**config.mk**
```make
export PLATFORM = sky130hd
export DESIGN_NAME = fp_sub_seq
export DESIGN_NICKNAME = d
export VERILOG_FILES = /design/src/rtl/fp_sub_seq.sv
export SDC_FILE = /design/constraint.sdc
export NUM_CORES = 1
export LEC_CHECK = 0
export BUFFER_PORTS_ARGS = -buffer_cell sky130_fd_sc_hd__buf_2
export CAP_MARGIN = 20
export CORE_UTILIZATION = 50
export CTS_CLUSTER_DIAMETER = 80
export DETAILED_ROUTE_END_ITERATION = 8
export PLACE_DENSITY = 0.71
export SYNTH_ARGS = -nofsm -noshare
export SYNTH_HDL_FRONTEND = slang
export SYNTH_SLANG_ARGS = --single-unit
```
**constraint.sdc**
```tcl
create_clock -name clk -period 3.8 [get_ports clk]
set_clock_uncertainty 0.05 [all_clocks]
set_input_delay 0.57 -clock clk [delete_from_list [all_inputs] [get_ports clk]]
set_output_delay 0.57 -clock clk [all_outputs]
set_load 0.005 [all_outputs]
```
**src/rtl/fp_sub_seq.sv**
```systemverilog
// Multi-cycle IEEE-754 single-precision subtractor (result = a - b).
// Alignment and normalization each shift one bit per cycle; specials resolve at capture.
module fp_sub_seq #(
  parameter int unsigned GUARD_BITS = 2,
  parameter int unsigned MAX_ALIGN  = 24 + GUARD_BITS
) (
  input  logic        clk,
  input  logic        rst_n,
  input  logic        in_valid,
  output logic        in_ready,
  input  logic [31:0] a,
  input  logic [31:0] b,
  output logic        out_valid,
  input  logic        out_ready,
  output logic [31:0] result,
  output logic        busy
);

  localparam int unsigned SW = 24 + GUARD_BITS;
  localparam logic [31:0] QNan = 32'h7FC0_0000;

  typedef enum logic [2:0] {StIdle, StAlign, StSub, StNorm, StPack, StDone} state_e;

  state_e             state_q, state_d;
  logic [SW-1:0]      big_q, big_d, small_q, small_d;
  logic [SW:0]        mag_q, mag_d;
  logic signed [9:0]  exp_q, exp_d;
  logic [7:0]         diff_q, diff_d;
  logic               sign_big_q, sign_big_d, sign_small_q, sign_small_d, sign_q, sign_d;
  logic [31:0]        result_q, result_d;

  // Subtraction is addition with the sign of b inverted.
  logic        a_sgn, b_sgn;
  logic [7:0]  a_exp, b_exp;
  logic        a_nan, b_nan, a_inf, b_inf, a_zero, b_zero;
  logic [SW-1:0] a_sig, b_sig;
  logic [SW:0] sum, sub_mag;
  logic        sub_sgn;

  assign a_sgn  = a[31];
  assign b_sgn  = ~b[31];
  assign a_exp  = a[30:23];
  assign b_exp  = b[30:23];
  assign a_nan  = (a_exp == 8'hFF) && (a[22:0] != 23'h0);
  assign b_nan  = (b_exp == 8'hFF) && (b[22:0] != 23'h0);
  assign a_inf  = (a_exp == 8'hFF) && (a[22:0] == 23'h0);
  assign b_inf  = (b_exp == 8'hFF) && (b[22:0] == 23'h0);
  assign a_zero = (a_exp == 8'h00);
  assign b_zero = (b_exp == 8'h00);
  assign a_sig  = {1'b1, a[22:0], {GUARD_BITS{1'b0}}};
  assign b_sig  = {1'b1, b[22:0], {GUARD_BITS{1'b0}}};
  assign sum    = {1'b0, big_q} + {1'b0, small_q};

  always_comb begin
    sub_mag = '0;
    sub_sgn = 1'b0;
    if (sign_big_q == sign_small_q) begin
      sub_mag = sum;
      sub_sgn = sign_big_q;
    end else if (big_q > small_q) begin
      sub_mag = {1'b0, big_q - small_q};
      sub_sgn = sign_big_q;
    end else if (small_q > big_q) begin
      sub_mag = {1'b0, small_q - big_q};
      sub_sgn = sign_small_q;
    end
  end

  always_comb begin
    state_d      = state_q;
    big_d        = big_q;
    small_d      = small_q;
    mag_d        = mag_q;
    exp_d        = exp_q;
    diff_d       = diff_q;
    sign_big_d   = sign_big_q;
    sign_small_d = sign_small_q;
    sign_d       = sign_q;
    result_d     = result_q;
    unique case (state_q)
      StIdle: begin
        if (in_valid) begin
          state_d = StDone;
          if (a_nan || b_nan)       result_d = QNan;
          else if (a_inf && b_inf)  result_d = (a_sgn == b_sgn) ? {a_sgn, 8'hFF, 23'h0} : QNan;
          else if (a_inf)           result_d = a;
          else if (b_inf)           result_d = {b_sgn, b[30:0]};
          else if (a_zero && b_zero) result_d = 32'h0;
          else if (a_zero)          result_d = {b_sgn, b[30:0]};
          else if (b_zero)          result_d = a;
          else begin
            state_d = StAlign;
            if (a_exp >= b_exp) begin
              big_d        = a_sig;
              small_d      = b_sig;
              exp_d        = signed'({2'b00, a_exp});
              diff_d       = a_exp - b_exp;
              sign_big_d   = a_sgn;
              sign_small_d = b_sgn;
            end else begin
              big_d        = b_sig;
              small_d      = a_sig;
              exp_d        = signed'({2'b00, b_exp});
              diff_d       = b_exp - a_exp;
              sign_big_d   = b_sgn;
              sign_small_d = a_sgn;
            end
          end
        end
      end
      StAlign: begin
        if (diff_q > 8'(MAX_ALIGN)) begin
          small_d = '0;
          diff_d  = '0;
          state_d = StSub;
        end else if (diff_q == 8'd0) begin
          state_d = StSub;
        end else begin
          small_d = small_q >> 1;
          diff_d  = diff_q - 8'd1;
          if (diff_q == 8'd1) state_d = StSub;
        end
      end
      StSub: begin
        mag_d  = sub_mag;
        sign_d = sub_sgn;
        // Already-normalized results skip NORM entirely.
        if (sub_mag == '0)                      state_d = StPack;
        else if (sub_mag[SW] || !sub_mag[SW-1]) state_d = StNorm;
        else                                    state_d = StPack;
      end
      StNorm: begin
        if (mag_q[SW]) begin
          mag_d   = mag_q >> 1;
          exp_d   = exp_q + 10'sd1;
          state_d = StPack;
        end else begin
          mag_d = mag_q << 1;
          exp_d = exp_q - 10'sd1;
          if (mag_q[SW-2]) state_d = StPack;
        end
      end
      StPack: begin
        state_d = StDone;
        if (mag_q == '0)            result_d = 32'h0;
        else if (exp_q >= 10'sd255) result_d = {sign_q, 8'hFF, 23'h0};
        else if (exp_q <= 10'sd0)   result_d = 32'h0;
        else                        result_d = {sign_q, exp_q[7:0], mag_q[SW-2 -: 23]};
      end
      StDone: begin
        if (out_ready) state_d = StIdle;
      end
      default: state_d = StIdle;
    endcase
  end

  always_ff @(posedge clk) begin
    if (!rst_n) begin
      state_q      <= StIdle;
      big_q        <= '0;
      small_q      <= '0;
      mag_q        <= '0;
      exp_q        <= '0;
      diff_q       <= '0;
      sign_big_q   <= 1'b0;
      sign_small_q <= 1'b0;
      sign_q       <= 1'b0;
      result_q     <= 32'h0;
    end else begin
      state_q      <= state_d;
      big_q        <= big_d;
      small_q      <= small_d;
      mag_q        <= mag_d;
      exp_q        <= exp_d;
      diff_q       <= diff_d;
      sign_big_q   <= sign_big_d;
      sign_small_q <= sign_small_d;
      sign_q       <= sign_d;
      result_q     <= result_d;
    end
  end

  assign in_ready  = (state_q == StIdle);
  assign out_valid = (state_q == StDone);
  assign busy      = (state_q != StIdle);
  assign result    = result_q;

endmodule

```
After elaboration in Yosys (flattened, before gate mapping)
Index checks and enable logic that the tools add are counted.
{ "totals": {"ff_bits": 135, "word_cells": 160, "out_inout_bits": 35} }
{ "op_classes": {"n_lt_le_gt_ge": 6, "n_addsub": 8, "eq_ne": 23, "bitwise_logic": 8, "n_reduce_logical": 29, "muxes": 76} }
{ "ops": {"columns": ["op", "n"], "rows": [
  ["$mux 32", 12],
  ["$mux 26", 12],
  ["$mux 8", 12],
  ["$mux 10", 9],
  ["$pmux 32 s2", 1],
  ["$logic_not 27->1", 2],
  ["$mux 27", 2],
  ["$pmux 27 s2", 1],
  ["$gt 26x26->1", 2],
  ["$pmux 26 s2", 1],
  ["$sub 26x26->26", 2],
  ["$mux 25", 2],
  ["$mux 3", 16],
  ["$logic_not 23->1", 2],
  ["$reduce_bool 23->1", 2],
  ["$add 26x26->27", 1],
  ["$logic_not 8->1", 3],
  ["$pmux 10 s2", 1],
  ["$pmux 3 s6", 1],
  ["$reduce_and 9->1", 2],
  ["$eq 8x8->1 const B", 2],
  ["$ne 2x2->1 const B", 8],
  ["$pmux 8 s2", 1],
  ["$sub 8x8->8", 2],
  ["other kinds (27)", 51]
]} }

Depth between registers and ports, before layout
Gate-level depths: netlist of the first run.
{ "depth": {"ltp_word": 11, "depth_mapped": 17} }

Least setup slack after synthesis of the first run
OpenSTA, ideal clock, no wires.
{ "synth_path": {"kind": "register to register", "from": "register small_q[2]", "to": "register state_q[0]", "synth_period_minus_slack_ns": 3.741, "t_required_ns": 3.628, "setup_slack_ns": 0.059, "arrival_ns": 3.569, "path_stages_with_launch": 18, "cell_sequence": "dfxtp_1 inv_1 ha_1 inv_1 fa_1 and3_1 o21a_1 o21a_1 o21ba_1 o211a_1 buf_6 a221oi_1 o22ai_1 or4_1 nor4_1 and4_1 nor2_1 a221o_1"} }
{ "synth_between": {"elab_chain_cells": 9, "elab_cells_between_ends": 14} }
{ "synth_rtl": {"columns": ["item", "line", "rtl"], "rows": [
  ["start: declaration", "25", "logic [SW-1:0] big_q, big_d, small_q, small_d;"],
  ["start signal: assignment", "172", "small_q <= small_d;"],
  ["$sub 26x26->26 / $gt 26x26->1 (equally long branches)", "64, 63", null],
  ["$mux 26", "63", "end else if (small_q > big_q) begin"],
  ["$mux 26", "60", "end else if (big_q > small_q) begin"],
  ["$mux 27 *", "57", "if (sign_big_q == sign_small_q) begin"],
  ["branches (longest 3 deep; another with $logic_not 27->1)", null, null],
  ["$mux 3 *", "128", "if (sub_mag == '0) state_d = StPack;"],
  ["$pmux 3 s6 *", "80", "unique case (state_q)"],
  ["end signal: assignment", "159", "state_q <= StIdle;"],
  ["end signal: assignment", "170", "state_q <= state_d;"],
  ["end: declaration", "24", "state_e state_q, state_d;"]
]} }
Mark *: on every way between the ends.
A chain may end at the register's enable or synchronous reset.

Worst setup path in the final report of the first run
{ "layout_path": {"from": "register small_q[10]", "to": "register state_q[0]"} }
The elaborated chain is that of the path after synthesis.

==> metrics, run 1 <==
status complete, but fails checks; failing checks setup timing; initial antenna violation count 3; IO Port Bufs 102; Distinct cells, synth 83; sequential share of power 14.5%; Clock Pin Slew Worst Setup and Hold Paths 0.07 ns; die width 162.6 um; worst-path fanout max 4; combinational power share 75.2%; CTS Buf Count 17; All-Layer GR Usage 37.45%; Sink Count 133; flop2flop setup slack -0.07 ns; ANT nets after route 0; Rel. slew slack 46.77%; CP Capture Type register; CP Cell Sequence ha_4, or2_1, or3_4, a211oi_4, nor2_2, o21a_1, a221oi_2, o22ai_2, or4_1, nor4_1, and4_2, nor2_2, a221o_1; final wirelength 50.22 mm; Final Max Tran Viols 0; Worst Setup Slack, final -0.07000 ns; Post-synth EDFFs 0; clk_lat worst skew 0.44 ns; WL per Instance 21.56 um; WP buf/inv 0; WS Path Type reg -> reg; Static Leakage 0.007746 uW; CTS tree done; f_max 258.4 MHz; vias per cell 6.356; non-filler cells, final 2329; commonest non-fill, non-tap cell in the layout nand2_1; FFs w/ async S/R, synth 0%; worst-margin pin slew 0.7984 ns; Cells after Synth 1738; Psw 8078 uW; crit share post-route 101.8%; DP HPWL 38.56 mm; placed cells 2283; Most used DFF post-synth dfxtp_1; Initial Util 51.05%; largest net degree at the start of global routing 56; initial drt markers 1328; internal power 7906 uW; synthesized cell area 0.01289 mm^2; fin crit period 3.870 ns; Max-Cap Viols 0; Syn Area/Cell 7.418 um^2; cell family with most CP delay simple AND/OR/NAND/NOR gates; Mapped Nets 1912; PD cells 989.1 mW/mm^2; cell mode on critical path nor2_2; Switching Share 50.54%; # IOs 103; DIE AREA 0.02643 mm^2; Hold Buf Count CTS 0; clock buffer depth 2; DRT Pass-1 Iters 5; Final Hold Fails 0; slowest CP cell or4_1; vias in the first global route 13994; register area share after synthesis 20.65%; htree depth 4; setup tns final -0.08477 ns; nets 2158; DRC viols 0; Seq cells post-synth 133; crit start category register; clock root buffer master clkbuf_16; first-pass GRT wire length 76.94 mm; cell area after placement 0.01514 mm^2; Final Wtd Congestion 1.019; Required @ worst endpoint 4.06 ns; commonest non-fill, non-tap cells in the layout 251 x nand2_1, 239 x buf_4, 129 x dfxtp_1; unrepaired setup endpoints after global routing yes; Ys Warns 0; total grt overflow 0; slowest stage delay, CP 0.52 ns; Core Util, Final 63.99%; post-route cell area 0.01616 mm^2; Final setup viols 2; Core ar. 0.02525 mm^2; area grow syn2layout 25.35%; Worst VDD drop 0.4648 mV; CP arrival 4.13 ns; Clk network pwr share 10.4%; Rows 58; via count 14803; Layout fillers 2265; chip height 162.6 um; share of post-route cells with drive strength above 1 23.99%; Min-Delay Path Class reg -> reg
[cells in the mapped netlist, drive strengths merged (24+ instances only)]
master	count	share of area (%)
nand2	253	7.4
a21oi	133	5.2
dfxtp	133	21
inv	109	3.2
ha	101	9.8
nor2	97	2.8
clkbuf	91	2.6
o211a	87	6.8
o21ai	82	3.2
mux2i	47	3.6
nand3	47	1.8
xnor2	40	2.7
nor3	35	1.4
o211ai	31	1.8
o221ai	31	2.1
a21boi	29	1.7
nor4	26	1.3
buf	25	1.1
nor2b	25	1.2
a211oi	24	1.5
a21o	24	1.4
[registers in the layout, indices dropped and copies added (netlist names)]
| register | flops |
|---|---|
| state_q | 3 |
| small_q | 26 |
| result | 32 |
| sign_small_q | 1 |
| big_q | 24 |
| exp_q | 10 |
| diff_q | 8 |
| sign_q | 1 |
| sign_big_q | 1 |
| mag_q | 27 |
[metrics by stage]
stage / worst slack, ns / hold WS [ns] / power, uW
after CTS: -0.1309 / 0.4483 / 15320
after global placement: -0.1738 / 0.4267 / 13260
after floorplan: 0.05883 / 0.4058 / 8845
final: -0.07000 / 0.4444 / 15980
after global routing: -0.1794 / 0.4664 / 16900
after detailed placement: -0.4148 / 0.4311 / 13370
[repair_timing]
action | in CTS | in global routing
endpoints found under the setup margin | 3 | 4
endpoints found under the hold margin | 0 | 0
buffers inserted | 7 | 5
pin swaps | 19 | 17
gates resized for setup | 29 | 49
[path summary, 6_finish.rpt]
kind / from / endpoint / cells past startpoint
max: small_q[10]$_SDFFE_PN0P_ / state_q[0]$_SDFFE_PN0P_ / 13
min: result[6]$_SDFFE_PN0P_ / result[6]$_SDFFE_PN0P_ / 1
max reg2reg: small_q[10]$_SDFFE_PN0P_ / state_q[0]$_SDFFE_PN0P_ / 13
min reg2reg: result[6]$_SDFFE_PN0P_ / result[6]$_SDFFE_PN0P_ / 1
[cells by family (layout without fill, tap and decap cells)]
kind of cell / after synthesis / after routing / synth area share, %
simple gates: 568 / 568 / 20.40
other cells: 0 / 2 / 0
buf+inv: 227 / 486 / 6.968
xor+xnor: 43 / 43 / 2.921
flops: 133 / 133 / 20.65
mux: 51 / 51 / 3.998
fa+ha+maj: 106 / 106 / 10.58
compound gates: 610 / 610 / 34.48
[power by group through the flow]
stage,logic [uW],clock network (uW),registers [uW]
finish,12000,1660,2310
global route,12800,1720,2360
CTS,11400,1670,2280
detailed placement,11100,0,2300
global placement,11000,0,2280
floorplan,6640,0,2200
[routing by layer]
metal | up-vias | part of all wire (%) | wire length, um | GRT usage [%]
met3 | 150 | 7.5 | 3780 | 6.748
met1 | 7062 | 41 | 20460 | 46.21
met4 | 0 | 4.9 | 2452 | 19.12
li1 | 6883 | - | - | -
met5 | - | 0 | 0 | 0
met2 | 708 | 47 | 23530 | 62.24
[final cells by class]
class / count / area, um^2 / share of cell area, %
Antenna cell: 2 / 5.005 / 0.03097
Clock inverter: 15 / 136.4 / 0.8439
Sequential cell: 133 / 2670 / 16.52
Inverter: 111 / 420.4 / 2.601
Tap cell: 330 / 412.9 / 2.555
Clock buffer: 17 / 425.4 / 2.632
Timing Repair Buffer: 343 / 2360 / 14.60
Multi-Input combinational cell: 1378 / 9731 / 60.21
Note: power is estimated with default switching activity, not from simulation.
==> run 2: changes to the inputs <==
- CORE_UTILIZATION: 50 -> 46
- PLACE_DENSITY: 0.71 -> 0.66
==> run 2 against run 1 <==
Compared with the run above: the flow still finishes with violations (setup timing); global-route usage down 1.7 points; non-clock buffer count up 12; critical endpoint unchanged; core utilization shrank 3.9 points.
==> metrics, run 2 (same netlist as run 1, synthesis figures left out) <==
IO Port Bufs 102 (unchanged); ANT nets after route 0 (unchanged); Core Util, Final 60.10% (-3.9 points); All-Layer GR Usage 35.76% (-1.7 points); initial antenna violation count 2 (-1); via count 14800 (-0.020%); Clock Pin Slew Worst Setup and Hold Paths 0.07 ns (about the same); Required @ worst endpoint 4.08 ns (+0.02 ns); Layout fillers 2547 (+12%); commonest non-fill, non-tap cells in the layout 253 x nand2_1, 247 x buf_4, 129 x dfxtp_1; post-route cell area 0.01638 mm^2 (+1.3%); Core ar. 0.02725 mm^2 (+7.9%); Switching Share 49.48% (-1.1 points); first-pass GRT wire length 79.33 mm (+3.1%); largest net degree at the start of global routing 55 (-1.8%); Hold Slack 0.4443 ns (-0.0001510 ns); DRC viols 0 (unchanged); CTS Buf Count 17 (unchanged); # IOs 103 (unchanged); WS Path Type reg -> reg; DIE AREA 0.02870 mm^2 (+8.6%); total grt overflow 0 (unchanged); die width 169.4 um (+4.2%); internal power 8384 uW (+6.0%); Rel. slew slack 45.63% (-1.1 points); WL per Instance 21.68 um (+0.56%); htree depth 4 (unchanged); sequential share of power 13.7% (-0.8 points); worst-path fanout max 5 (+1); WP buf/inv 4 (+4); fin crit period 3.952 ns (+0.08211 ns); crit start category register; crit share post-route 104.0% (+2.2 points); worst-margin pin slew 0.8155 ns (+0.01708 ns); area grow syn2layout 27.03%; cell area after placement 0.01524 mm^2 (+0.63%); CP arrival 4.23 ns (+0.10 ns); Static Leakage 0.007857 uW (+1.4%); CTS tree done; Clk network pwr share 11.4% (+1.0 points); Sink Count 133 (unchanged); slowest stage delay, CP 0.40 ns (-0.12 ns); Final Max Tran Viols 0 (unchanged); Final Wtd Congestion 1.013 (-0.63%); CP Cell Sequence inv_2, ha_4, inv_2, fa_2, and3_4, o21a_1, o21a_1, o21ba_4, o211a_4, buf_4, buf_4, a221oi_1, o22ai_1, nor3_1, and4_1, and4_4, nor2_2, a221o_1; Min-Delay Path Class reg -> reg; unrepaired setup endpoints after global routing yes; commonest non-fill, non-tap cell in the layout nand2_1; slowest CP cell fa_2; vias in the first global route 14106 (+0.80%); clk_lat worst skew 0.45 ns (about the same); DRT Pass-1 Iters 6 (+1); share of post-route cells with drive strength above 1 24.04% (+0.056 points); cell family with most CP delay compound AO/OA/AOI/OAI gates; DP HPWL 39.83 mm (+3.3%); PD cells 1013 mW/mm^2 (+2.5%); clock root buffer master clkbuf_16; f_max 253.0 MHz (-2.1%); Largest register FFs 32 (unchanged); setup tns final -0.2069 ns (-0.1222 ns); failing checks setup timing; Rows 60 (+3.4%); status complete, but fails checks; Worst Setup Slack, final -0.1521 ns (-0.08211 ns); worst slack, placed -0.3791 ns (+0.03571 ns); Worst VDD drop 0.5083 mV (+9.4%); Final setup viols 2 (unchanged); vias per cell 6.211 (-2.3%); initial drt markers 1262 (-5.0%); CP Capture Type register; clock buffer depth 2 (unchanged); Final Hold Fails 0 (unchanged); nets 2170 (+0.56%); Max-Cap Viols 0 (unchanged); chip height 169.4 um (+4.2%); combinational power share 74.9% (-0.3 points); final wirelength 51.67 mm (+2.9%); Psw 8213 uW (+1.7%); Initial Util 47.31% (-3.7 points)
-- run 2: area by class of cell --
class / instances / area [um^2] / share of cell area (%)
antenna: 2 / 5.005 / 0.03056
multi-input combinational: 1378 / 9706 / 59.26
inverter: 111 / 416.7 / 2.544
sequential: 133 / 2668 / 16.29
clock buffer: 17 / 425.4 / 2.598
timing repair buffer: 355 / 2474 / 15.10
tap: 372 / 465.4 / 2.842
clock inverter: 15 / 217.7 / 1.329
-- run 2: power groups by stage --
stage	clock network [uW]	registers (uW)	logic, uW
final	1890	2270	12400
after floorplan	0	2200	6640
after global routing	1940	2330	13300
after global placement	0	2250	11300
after CTS	1900	2260	11900
after detailed placement	0	2280	11400
-- run 2: what timing repair did --
action / in CTS / in global routing
pin swaps: 24 / 19
endpoints found under the setup margin: 3 / 5
buffers inserted: 22 / 1
hold buffers: 0 / 0
resized for setup: 39 / 33
-- run 2: final timing paths --
kind	from	to	slack (ns)	depth (start not counted)
hold reg to reg	result[5]$_SDFFE_PN0P_	result[5]$_SDFFE_PN0P_	0.44	1
setup / recovery	small_q[2]$_SDFFE_PN0P_	state_q[0]$_SDFFE_PN0P_	-0.15	18
hold / removal	result[5]$_SDFFE_PN0P_	result[5]$_SDFFE_PN0P_	0.44	1
setup reg to reg	small_q[2]$_SDFFE_PN0P_	state_q[0]$_SDFFE_PN0P_	-0.15	18
-- run 2: per-stage QoR --
stage / instances / total power [uW]
6_report: 2383 / 16600
2_1_floorplan: 1738 / 8845
3_3_place_gp: 2329 / 13550
4_1_cts: 2383 / 16060
5_1_grt: 2381 / 17570
3_5_place_dp: 2329 / 13640
-- run 2: per-layer routing --
metal  up-vias  GRT usage [%]  part of all wire [%]
met5         -              0                 0.021
met4         2          19.74                   5.5
met3       141          5.037                   6.9
met2       627          58.01                    46
met1      7119          45.66                    42
li1       6911              -                     -
==> run 3: changes to the inputs <==
- REMOVE_ABC_BUFFERS: default -> 1
==> run 3 against run 2 <==
Compared with the run above: the run still ends with setup timing left; global-route usage shrank 1.5 points; sequential power up 4%; hold slack about the same; first-iteration DRC count up 2.3%; critical path depth shrank 2; highest routed layer unchanged.
==> metrics, run 3 (same netlist as run 1, synthesis figures left out) <==
cell mode on critical path o21a_1; Largest register FFs 32 (unchanged); Worst VDD drop 0.4731 mV (-6.9%); failing checks setup timing; Rel. slew slack 46.30% (+0.67 points); crit start category register; clock buffer depth 2 (unchanged); Final Wtd Congestion 0.9894 (-2.3%); DIE AREA 0.02870 mm^2 (unchanged); R2R depth 16 (-2); die width 169.4 um (unchanged); CP Launch Point small_q[2]$_SDFFE_PN0P_; DRT Pass-1 Iters 5 (-1); Required @ worst endpoint 4.07 ns (about the same); All-Layer GR Usage 34.27% (-1.5 points); clock root buffer master clkbuf_16; CP arrival 4.07 ns (-0.16 ns); commonest non-fill, non-tap cell in the layout nand2_1; Rows 60 (unchanged); fin crit period 3.805 ns (-0.1466 ns); first-pass GRT wire length 76.78 mm (-3.2%); CTS Buf Count 17 (unchanged); Clock Pin Slew Worst Setup and Hold Paths 0.06 ns (about the same); share of post-route cells with drive strength above 1 25.45% (+1.4 points); Core ar. 0.02725 mm^2 (unchanged); worst reg2reg endpoint state_q[0]$_SDFFE_PN0P_; via count 14500 (-2.0%); Final Max Tran Viols 0 (unchanged); Sink Count 133 (unchanged); Layout fillers 2564 (+0.67%); DP HPWL 38.21 mm (-4.1%); ANT nets after route 0 (unchanged); initial antenna violation count 1 (-1); slowest CP cell or4_1; Critical Path Stages 16 (-2); Final Hold Fails 0 (unchanged); total grt overflow 0 (unchanged); initial drt markers 1291 (+2.3%); f_max 262.8 MHz (+3.9%); worst-margin pin slew 0.8055 ns (-0.01002 ns); Min-Delay Path Class reg -> reg; commonest non-fill, non-tap cells in the layout 252 x nand2_1, 250 x buf_4, 129 x dfxtp_1; Worst Setup Slack, final -0.005473 ns (+0.1466 ns); clk_lat worst skew 0.44 ns (about the same); # IOs 103 (unchanged); Final setup viols 1 (-1); non-filler cells, final 2381 (-0.084%); crit share post-route 100.1% (-3.9 points); placed cells 2331 (+0.086%); nets 2169 (-0.046%); unrepaired setup endpoints after global routing yes; slowest stage delay, CP 0.54 ns (+0.14 ns); cell family with most CP delay compound AO/OA/AOI/OAI gates; CP Cell Sequence inv_4, ha_4, inv_2, fa_2, and3_4, o21a_1, o21a_1, o21ba_4, o211a_4, a221oi_2, o22ai_2, or4_1, nor4_1, and4_1, nor2_2, a221o_1; WL per Instance 20.78 um (-4.2%); DRC viols 0 (unchanged); vias in the first global route 13770 (-2.4%); Initial Util 47.31% (unchanged); largest net degree at the start of global routing 78 (+42%); overall power 16640 uW (+0.27%); CTS tree done; flop2flop setup slack -0.005 ns (+0.15 ns); htree depth 4 (unchanged); chip height 169.4 um (unchanged); PD cells 1012 mW/mm^2 (-0.17%); status complete, but fails checks; setup tns final -0.005473 ns (+0.2015 ns); Max-Cap Viols 0 (unchanged); WP buf/inv 2 (-2); vias per cell 6.090 (-1.9%); worst-path fanout max 5 (unchanged); WS Path Type reg -> reg; final wirelength 49.47 mm (-4.3%); IO Port Bufs 102 (unchanged); Static Leakage 0.007878 uW (+0.26%); reg2reg start small_q[2]$_SDFFE_PN0P_; CP Capture Type register; CP endpoint state_q[0]$_SDFFE_PN0P_; area grow syn2layout 27.59%
[run 3: area by class of cell]
type | count | area, um^2 | area share [%]
diodes | 1 | 2.502 | 0.01521
clock buffers | 18 | 439.2 | 2.670
clock inverters | 14 | 162.7 | 0.9888
inverters | 111 | 419.2 | 2.548
multi-input cells | 1378 | 9846 | 59.85
flip-flops and latches | 133 | 2673 | 16.25
well taps | 372 | 465.4 | 2.830
repair buffers | 354 | 2442 | 14.85
[run 3: how the worst min path moves through the flow]
| stage | startpoint | end | slack, ns | cells past startpoint |
|---|---|---|---|---|
| 6_report | result[19]$_SDFFE_PN0P_ | result[19]$_SDFFE_PN0P_ | 0.44 | 1 |
| 5_1_grt | result[18]$_SDFFE_PN0P_ | result[18]$_SDFFE_PN0P_ | 0.46 | 1 |
| 4_1_cts | result[18]$_SDFFE_PN0P_ | result[18]$_SDFFE_PN0P_ | 0.45 | 1 |
| 3_5_place_dp | result[18]$_SDFFE_PN0P_ | result[18]$_SDFFE_PN0P_ | 0.43 | 1 |
| 3_3_place_gp | result[19]$_SDFFE_PN0P_ | result[19]$_SDFFE_PN0P_ | 0.43 | 1 |
| 2_1_floorplan | sign_q$_SDFFE_PN0P_ | sign_q$_SDFFE_PN0P_ | 0.41 | 2 |
[run 3: where the power goes]
| part | leakage, uW | internal (uW) | total [uW] | switching [uW] |
|---|---|---|---|---|
| Combinational | 0.00649 | 5520 | 12500 | 6980 |
| Sequential | 0.00109 | 1840 | 2370 | 521 |
| Clock | 0.000300 | 1010 | 1780 | 770 |
| Total | 0.00788 | 8370 | 16600 | 8270 |
[run 3: repair_timing]
item	CTS	global route
pin swaps	17	28
setup endpoints to repair	3	4
resized for setup	40	66
buffers inserted	12	6
hold buffers	0	0
[run 3: metal layers]
layer | wire, um | track usage, % | up-vias | share of wire (%)
met1 | 21470 | 44.43 | 6973 | 43
li1 | - | - | 6914 | -
met3 | 3032 | 5.177 | 77 | 6.1
met4 | 1472 | 12.30 | 2 | 3.0
met5 | 13 | 0 | - | 0.026
met2 | 23480 | 57.51 | 534 | 47
[run 3: through the flow]
step | worst slack (ns) | hold WS (ns) | utilization, % | area, um^2
floorplan | -4.585 | 0.4057 | - | 12410
global placement | -0.1277 | 0.4259 | 55.92 | 15240
detailed placement | -0.1525 | 0.4332 | 55.92 | 15240
CTS | -0.07141 | 0.4476 | 59.07 | 16100
global route | -0.1264 | 0.4573 | 60.35 | 16450
finish | -0.005473 | 0.4447 | 60.36 | 16450
